$ cat src/rtl/nibble_display_driver_pkg.sv
// Shared constants for the nibble display driver: hex glyph codes (active-high,
// bit 6 = G), blank pattern and FSM state encoding.
package nibble_display_driver_pkg;

    localparam logic [6:0] GLYPH_0 = 7'h3F;
    localparam logic [6:0] GLYPH_1 = 7'h06;
    localparam logic [6:0] GLYPH_2 = 7'h5B;
    localparam logic [6:0] GLYPH_3 = 7'h4F;
    localparam logic [6:0] GLYPH_4 = 7'h66;
    localparam logic [6:0] GLYPH_5 = 7'h6D;
    localparam logic [6:0] GLYPH_6 = 7'h7D;
    localparam logic [6:0] GLYPH_7 = 7'h07;
    localparam logic [6:0] GLYPH_8 = 7'h7F;
    localparam logic [6:0] GLYPH_9 = 7'h6F;
    localparam logic [6:0] GLYPH_A = 7'h77;
    localparam logic [6:0] GLYPH_B = 7'h7C;
    localparam logic [6:0] GLYPH_C = 7'h39;
    localparam logic [6:0] GLYPH_D = 7'h5E;
    localparam logic [6:0] GLYPH_E = 7'h79;
    localparam logic [6:0] GLYPH_F = 7'h71;

    // Active-low pattern with every segment off
    localparam logic [6:0] SEG_BLANK = 7'h7F;

    typedef enum logic [1:0] {
        IDLE  = 2'd0,
        BLANK = 2'd1,
        LIT   = 2'd2
    } state_t;

endpackage

$ cat src/rtl/nibble_display_driver_hex_to_7seg.sv
// Combinational hex digit decoder producing active-low seven-segment drive.
module hex_to_7seg
    import nibble_display_driver_pkg::*;
(
    input  logic [3:0] i_Value,
    output logic [6:0] o_Segments_c
);

    logic [6:0] glyph_c;

    always_comb begin
        glyph_c = GLYPH_0;
        case (i_Value)
            4'h0: glyph_c = GLYPH_0;
            4'h1: glyph_c = GLYPH_1;
            4'h2: glyph_c = GLYPH_2;
            4'h3: glyph_c = GLYPH_3;
            4'h4: glyph_c = GLYPH_4;
            4'h5: glyph_c = GLYPH_5;
            4'h6: glyph_c = GLYPH_6;
            4'h7: glyph_c = GLYPH_7;
            4'h8: glyph_c = GLYPH_8;
            4'h9: glyph_c = GLYPH_9;
            4'hA: glyph_c = GLYPH_A;
            4'hB: glyph_c = GLYPH_B;
            4'hC: glyph_c = GLYPH_C;
            4'hD: glyph_c = GLYPH_D;
            4'hE: glyph_c = GLYPH_E;
            4'hF: glyph_c = GLYPH_F;
            default: glyph_c = GLYPH_0;
        endcase
    end

    assign o_Segments_c = ~glyph_c;

endmodule

$ cat src/rtl/nibble_display_driver.sv
// Holds the last nibble, shows it as a hex glyph and blinks the digit
// FLASH_COUNT times whenever the value changes.
module nibble_display_driver
    import nibble_display_driver_pkg::*;
#(
    parameter int unsigned FLASH_HALF_PERIOD = 2_500_000,
    parameter int unsigned FLASH_COUNT       = 3
) (
    input  logic       i_Clk,
    input  logic       i_Reset,
    input  logic [3:0] i_Nibble,
    output logic [6:0] o_Segments,
    output logic       o_Busy
);

    localparam int unsigned TIMER_W = $clog2(FLASH_HALF_PERIOD);
    localparam int unsigned COUNT_W = $clog2(FLASH_COUNT + 1);
    localparam logic [TIMER_W-1:0] TIMER_LAST = TIMER_W'(FLASH_HALF_PERIOD - 1);
    localparam logic [COUNT_W-1:0] COUNT_LAST = COUNT_W'(FLASH_COUNT);

    state_t             r_State;
    logic [3:0]         r_Nibble;
    logic [TIMER_W-1:0] r_Timer;
    logic [COUNT_W-1:0] r_Count;
    logic [6:0]         glyph_c;
    logic               change_c;
    logic               phase_done_c;

    hex_to_7seg u_hex_to_7seg (
        .i_Value      (r_Nibble),
        .o_Segments_c (glyph_c)
    );

    assign change_c     = (i_Nibble != r_Nibble);
    assign phase_done_c = (r_Timer == TIMER_LAST);

    // A change always wins over phase expiry and restarts the flash from scratch
    always_ff @(posedge i_Clk or posedge i_Reset) begin
        if (i_Reset) begin
            r_State    <= IDLE;
            r_Nibble   <= 4'h0;
            r_Timer    <= '0;
            r_Count    <= '0;
            o_Segments <= ~GLYPH_0;
            o_Busy     <= 1'b0;
        end else if (change_c) begin
            r_State    <= BLANK;
            r_Nibble   <= i_Nibble;
            r_Timer    <= '0;
            r_Count    <= '0;
            o_Segments <= SEG_BLANK;
            o_Busy     <= 1'b1;
        end else begin
            case (r_State)
                IDLE: begin
                    o_Segments <= glyph_c;
                    o_Busy     <= 1'b0;
                end
                BLANK: begin
                    if (phase_done_c) begin
                        r_State    <= LIT;
                        r_Timer    <= '0;
                        r_Count    <= r_Count + COUNT_W'(1);
                        o_Segments <= glyph_c;
                    end else begin
                        r_Timer <= r_Timer + TIMER_W'(1);
                    end
                end
                LIT: begin
                    if (phase_done_c) begin
                        r_Timer <= '0;
                        if (r_Count == COUNT_LAST) begin
                            r_State    <= IDLE;
                            o_Segments <= glyph_c;
                            o_Busy     <= 1'b0;
                        end else begin
                            r_State    <= BLANK;
                            o_Segments <= SEG_BLANK;
                        end
                    end else begin
                        r_Timer <= r_Timer + TIMER_W'(1);
                    end
                end
                default: begin
                    r_State    <= IDLE;
                    o_Segments <= glyph_c;
                    o_Busy     <= 1'b0;
                end
            endcase
        end
    end

endmodule
$ cat config.mk
export PLATFORM = sky130hd
export DESIGN_NAME = nibble_display_driver
export DESIGN_NICKNAME = d
export VERILOG_FILES = /design/src/rtl/nibble_display_driver_pkg.sv /design/src/rtl/nibble_display_driver_hex_to_7seg.sv /design/src/rtl/nibble_display_driver.sv
export SDC_FILE = /design/constraint.sdc
export NUM_CORES = 1
export LEC_CHECK = 0
export ABC_CLOCK_PERIOD_IN_PS = 2150
export CAP_MARGIN = 20
export CORE_ASPECT_RATIO = 1.2
export CORE_MARGIN = 2
export CORE_UTILIZATION = 42
export CTS_CLUSTER_SIZE = 28
export DETAILED_ROUTE_END_ITERATION = 7
export GPL_TIMING_DRIVEN = 0
export PLACE_DENSITY = 0.56
export REMOVE_ABC_BUFFERS = 1
export SYNTH_ARGS = -nofsm -noshare
export SYNTH_HDL_FRONTEND = slang
export SYNTH_SLANG_ARGS = --single-unit
$ cat constraint.sdc
create_clock -name i_Clk -period 2.15 [get_ports i_Clk]
set_input_delay 0.43 -clock i_Clk [delete_from_list [all_inputs] [get_ports i_Clk]]
set_output_delay 0.43 -clock i_Clk [all_outputs]
set_load 0.02 [all_outputs]
==> qor.txt, run 1 <==
OUTCOME
--------------------------------------------------------------------------------------
Status ..................................................................    completed

SYNTH
--------------------------------------------------------------------------------------
Combinational family with the most area after synthesis ................. simple AND/OR/NAND/NOR gates
Register bit count reported by yosys ....................................           38
Number of warning messages in the yosys log .............................            0
Post-synthesis share of cell area spent on xor and xnor gates ...........        2.75%
Complex-gate fraction of the synthesized area ...........................        16.8%
Sequential share of the synthesized area ................................        37.4%
Number of standard cells after synthesis ................................          269
Syn avg cell area .......................................................     9.47 um2
Count of distinct cell types in the synthesized netlist .................           46
Post-Synthesis Cell Area ................................................  0.00255 mm2
Post-Synth Adder-Cell Area ..............................................        5.89%
Top-area cell type share of the netlist area ............................        36.3%
Mux share of post-synthesis cell area ...................................        9.92%
Async set or reset register ratio after synthesis .......................         100%
Synthesized-area fraction occupied by and/or/nand/nor cells .............        20.1%
Ranking of synthesized cells by area .................................... dfrtp_1 (36%), ha_1 (5.9%), mux2i_1 (5.5%)
Main synth FF type ......................................................      dfrtp_1
Post-synth EDFFs ........................................................            0
Cell type with the largest total area after synthesis ...................      dfrtp_1

FLOORPLAN
--------------------------------------------------------------------------------------
FP Rows .................................................................           31
Y dimension of the die ..................................................      89.3 um
DIE AREA ................................................................  0.00671 mm2
Initial core utilization ................................................        42.9%
Die boundary width ......................................................      75.1 um
Number of ports placed on the die boundary ..............................           14
Area inside the core boundary ...........................................  0.00593 mm2

CELLS AND AREA
--------------------------------------------------------------------------------------
ANT cells ...............................................................            0
Synthesis-to-finish area growth .........................................        17.9%
Nets ....................................................................          299
Post-route cell area ....................................................  0.00300 mm2
Most frequent cells in the layout ....................................... dfrtp_1 (35), nand2_1 (29), inv_1 (17)
Register area ...........................................................      955 um2
Fraction of final layout cells sized beyond drive strength 1 ............        19.5%
Non-filler instance count after layout ..................................          364
Final cell utilization of the core ......................................        50.6%
Area occupied by multi-input gates ......................................  0.00148 mm2
Commonest non-fill, non-tap cell in the layout ..........................      dfrtp_1
FILL cells ..............................................................          539

GLOBAL ROUTE
--------------------------------------------------------------------------------------
Global routing usage on met2 ............................................        28.9%
Busiest metal layer after global routing ................................         met2
Met1 demand-to-capacity share in global routing .........................        24.9%
Gr ovfl total ...........................................................            0
Met3 Resource Use GR ....................................................        3.49%
Largest net degree at the start of global routing .......................           42
Antenna violations before repair ........................................            0
Total routing resource utilization after global routing .................        18.4%
Global-route wire length before repair ..................................      9580 um
Vias in the first global route ..........................................         1985

CLOCK TREE
--------------------------------------------------------------------------------------
CTS Buf Count ...........................................................            5
Worst skew pair latency .................................................      0.30 ns
H-tree lvl count ........................................................            2
# hold bufs at CTS ......................................................            0
Master cell of the clock root buffer ....................................     clkbuf_8
Sink count of the clock tree ............................................           38
Clock slew at the register clock pins of the worst setup and hold paths .      0.08 ns
Maximum count of clock buffers along a single path ......................            2
TritonCTS clock tree ....................................................          yes

TIMING
--------------------------------------------------------------------------------------
Setup violations, final .................................................            0
Relative slew slack .....................................................        45.8%
Worst hold slack ........................................................     0.506 ns
Number of hold violations in the final report ...........................            0
Setup repair after global routing missed its margin .....................        false
Min cycle time layout ...................................................      2.07 ns
Maximum clock skew at final layout ......................................    0.0113 ns
Pin slew with the least headroom to its limit ...........................     0.812 ns
Maximum operating frequency .............................................      483 MHz
Final clock period utilization by the worst path ........................        96.2%
Setup TNS ...............................................................         0 ns
Number of max-slew violations in the final report .......................            0
Worst Slack Setup Final .................................................    0.0812 ns

PWR
--------------------------------------------------------------------------------------
Worst-case vdd ir drop ..................................................   0.000230 V
Areal power density over the cells ......................................   550 mW/mm2
Post-layout power .......................................................      1.65 mW
Leak ....................................................................      1.05 nW

DRT
--------------------------------------------------------------------------------------
Drc violations ..........................................................            0
Wirelength per Cell .....................................................      15.7 um
Via total after detailed routing ........................................         2066
First-pass DRT Iterations ...............................................            4
Iteration-0 DRC count of the detailed router ............................          161
Avg Vias per Cell .......................................................         5.68
Routed Antenna Nets .....................................................            0
Post-Route WL ...........................................................      5720 um

PLACE
--------------------------------------------------------------------------------------
Final weighted congestion in routability-driven placement ...............        0.771
Post-detailed-placement cell area .......................................  0.00269 mm2
Number of cells after detailed placement ................................          342
Half-perimeter wire length after placement ..............................      3550 um
Setup slack at placement ................................................    -0.598 ns
Count of input and output buffers .......................................           13

CRITICAL PATH
--------------------------------------------------------------------------------------
Endpoint arrival time on the critical path ..............................      2.25 ns
Crit-path cells ......................................................... clkdlybuf4s50_1, xnor2_2, and4_4, buf_12, o221a_4, mux2_2
Startpoint class of the critical path ................................... primary input
Crit-path slowest cell .................................................. clkdlybuf4s50_1
Required time at the worst-slack endpoint ...............................      2.33 ns
Type of element capturing the critical path .............................    flip-flop
Critical path's largest stage delay .....................................      0.46 ns
Kind of critical path ................................................... primary input to flip-flop
Highest fanout seen on the critical path ................................           41

JOB
--------------------------------------------------------------------------------------
Max Cap Viol ............................................................            0

WORST HOLD PATH
--------------------------------------------------------------------------------------
Worst hold path class ................................................... flip-flop to flip-flop

==> worst paths after layout <==
| kind | end | slack (ns) | start | cells after the start |
|---|---|---|---|---|
| worst min register to register | o_Segments[1] | 0.51 | o_Segments[1] | 1 |
| min in group asynchronous | o_Segments[2] | 0.61 | i_Reset | 2 |
| max in group asynchronous | r_Nibble[2] | 0.97 | i_Reset | 2 |
| worst max register to register | r_Timer[14] | 0.12 | r_Timer[0] | 5 |
| worst max-delay path | o_Segments[3] | 0.08 | i_Nibble[2] | 6 |
| worst min-delay path | o_Segments[1] | 0.51 | o_Segments[1] | 1 |
==> state kept, by name, summed over array words and instances, names as in the netlist <==
signal,count
o_Segments,7
r_Timer,22
o_Busy,1
r_Nibble,4
r_Count,2
r_State,2
==> layer usage <==
metal / wire length [um] / vias to the layer above
met3: 186 / 9
met2: 2830 / 42
li1: - / 999
met5: 0 / -
met4: 85 / 0
met1: 2620 / 1016
==> worst max-delay path: cells and delay by family <==
kind	cells	cell delay (ns)
AOI/OAI and AO/OA	1	0.29
muxes	1	0.35
buffers and inverters	2	0.68
xor gates and xnor gates	1	0.21
and+or+nand+nor	1	0.28
==> synthesized netlist by cell type, drive strengths merged, types with 3 or more instances <==
| cell type | instances |
|---|---|
| nor2 | 8 |
| dfrtp | 37 |
| and3 | 3 |
| o211ai | 16 |
| a211oi | 6 |
| a21oi | 5 |
| inv | 19 |
| buf | 10 |
| mux2 | 10 |
| nor3 | 3 |
| and2 | 4 |
| a2111oi | 4 |
| xor2 | 4 |
| and4 | 4 |
| nand4 | 10 |
| xnor2 | 4 |
| nand2 | 29 |
| nand3 | 12 |
| mux2i | 14 |
| ha | 12 |
| o2111ai | 3 |
| nor4 | 3 |
| clkbuf | 13 |
| o21ai | 10 |
| nand2b | 6 |
==> cell families (layout without fill, tap and decap cells) <==
group                      Yosys count  after routing
AOI/OAI and AO/OA                   52             52
xor gates and xnor gates             8              8
adders and majority gates           12             12
buffers and inverters               42             54
DFF                                 38             38
muxes                               24             24
and+or+nand+nor                     93             94
==> timing repair <==
item | CTS | global route
setup buffers | 8 | 4
pin swaps | 3 | 1
gates resized for setup | 8 | 6
setup endpoints to repair | 30 | 14
gates cloned | 2 | 0
==> area by class of cell <==
type / count / area share [%]
clock buffer: 6 / 2.75
clock inverter: 2 / 2.00
inverter: 19 / 2.50
multi-input combinational: 190 / 49.3
sequential: 38 / 31.8
tap: 82 / 3.42
timing repair buffer: 26 / 8.00
timing repair inverter: 1 / 0.250
==> power breakdown <==
part	leakage, nW	switching [mW]	internal (mW)
Clock	0.0714	0.271	0.495
Combinational	0.507	0.0789	0.0658
Sequential	0.476	0.0160	0.726
Power figures use the tool's default switching activity.
==> run 2, diff against run 1 <==
--- a/config.mk
+++ b/config.mk
@@ -6,7 +6,6 @@
 export NUM_CORES = 1
 export LEC_CHECK = 0
 export ABC_CLOCK_PERIOD_IN_PS = 2150
-export CAP_MARGIN = 20
 export CORE_ASPECT_RATIO = 1.2
 export CORE_MARGIN = 2
 export CORE_UTILIZATION = 42
==> results of run 2 <==
The final DEF is identical to that of run 1; final timing and power are the same.
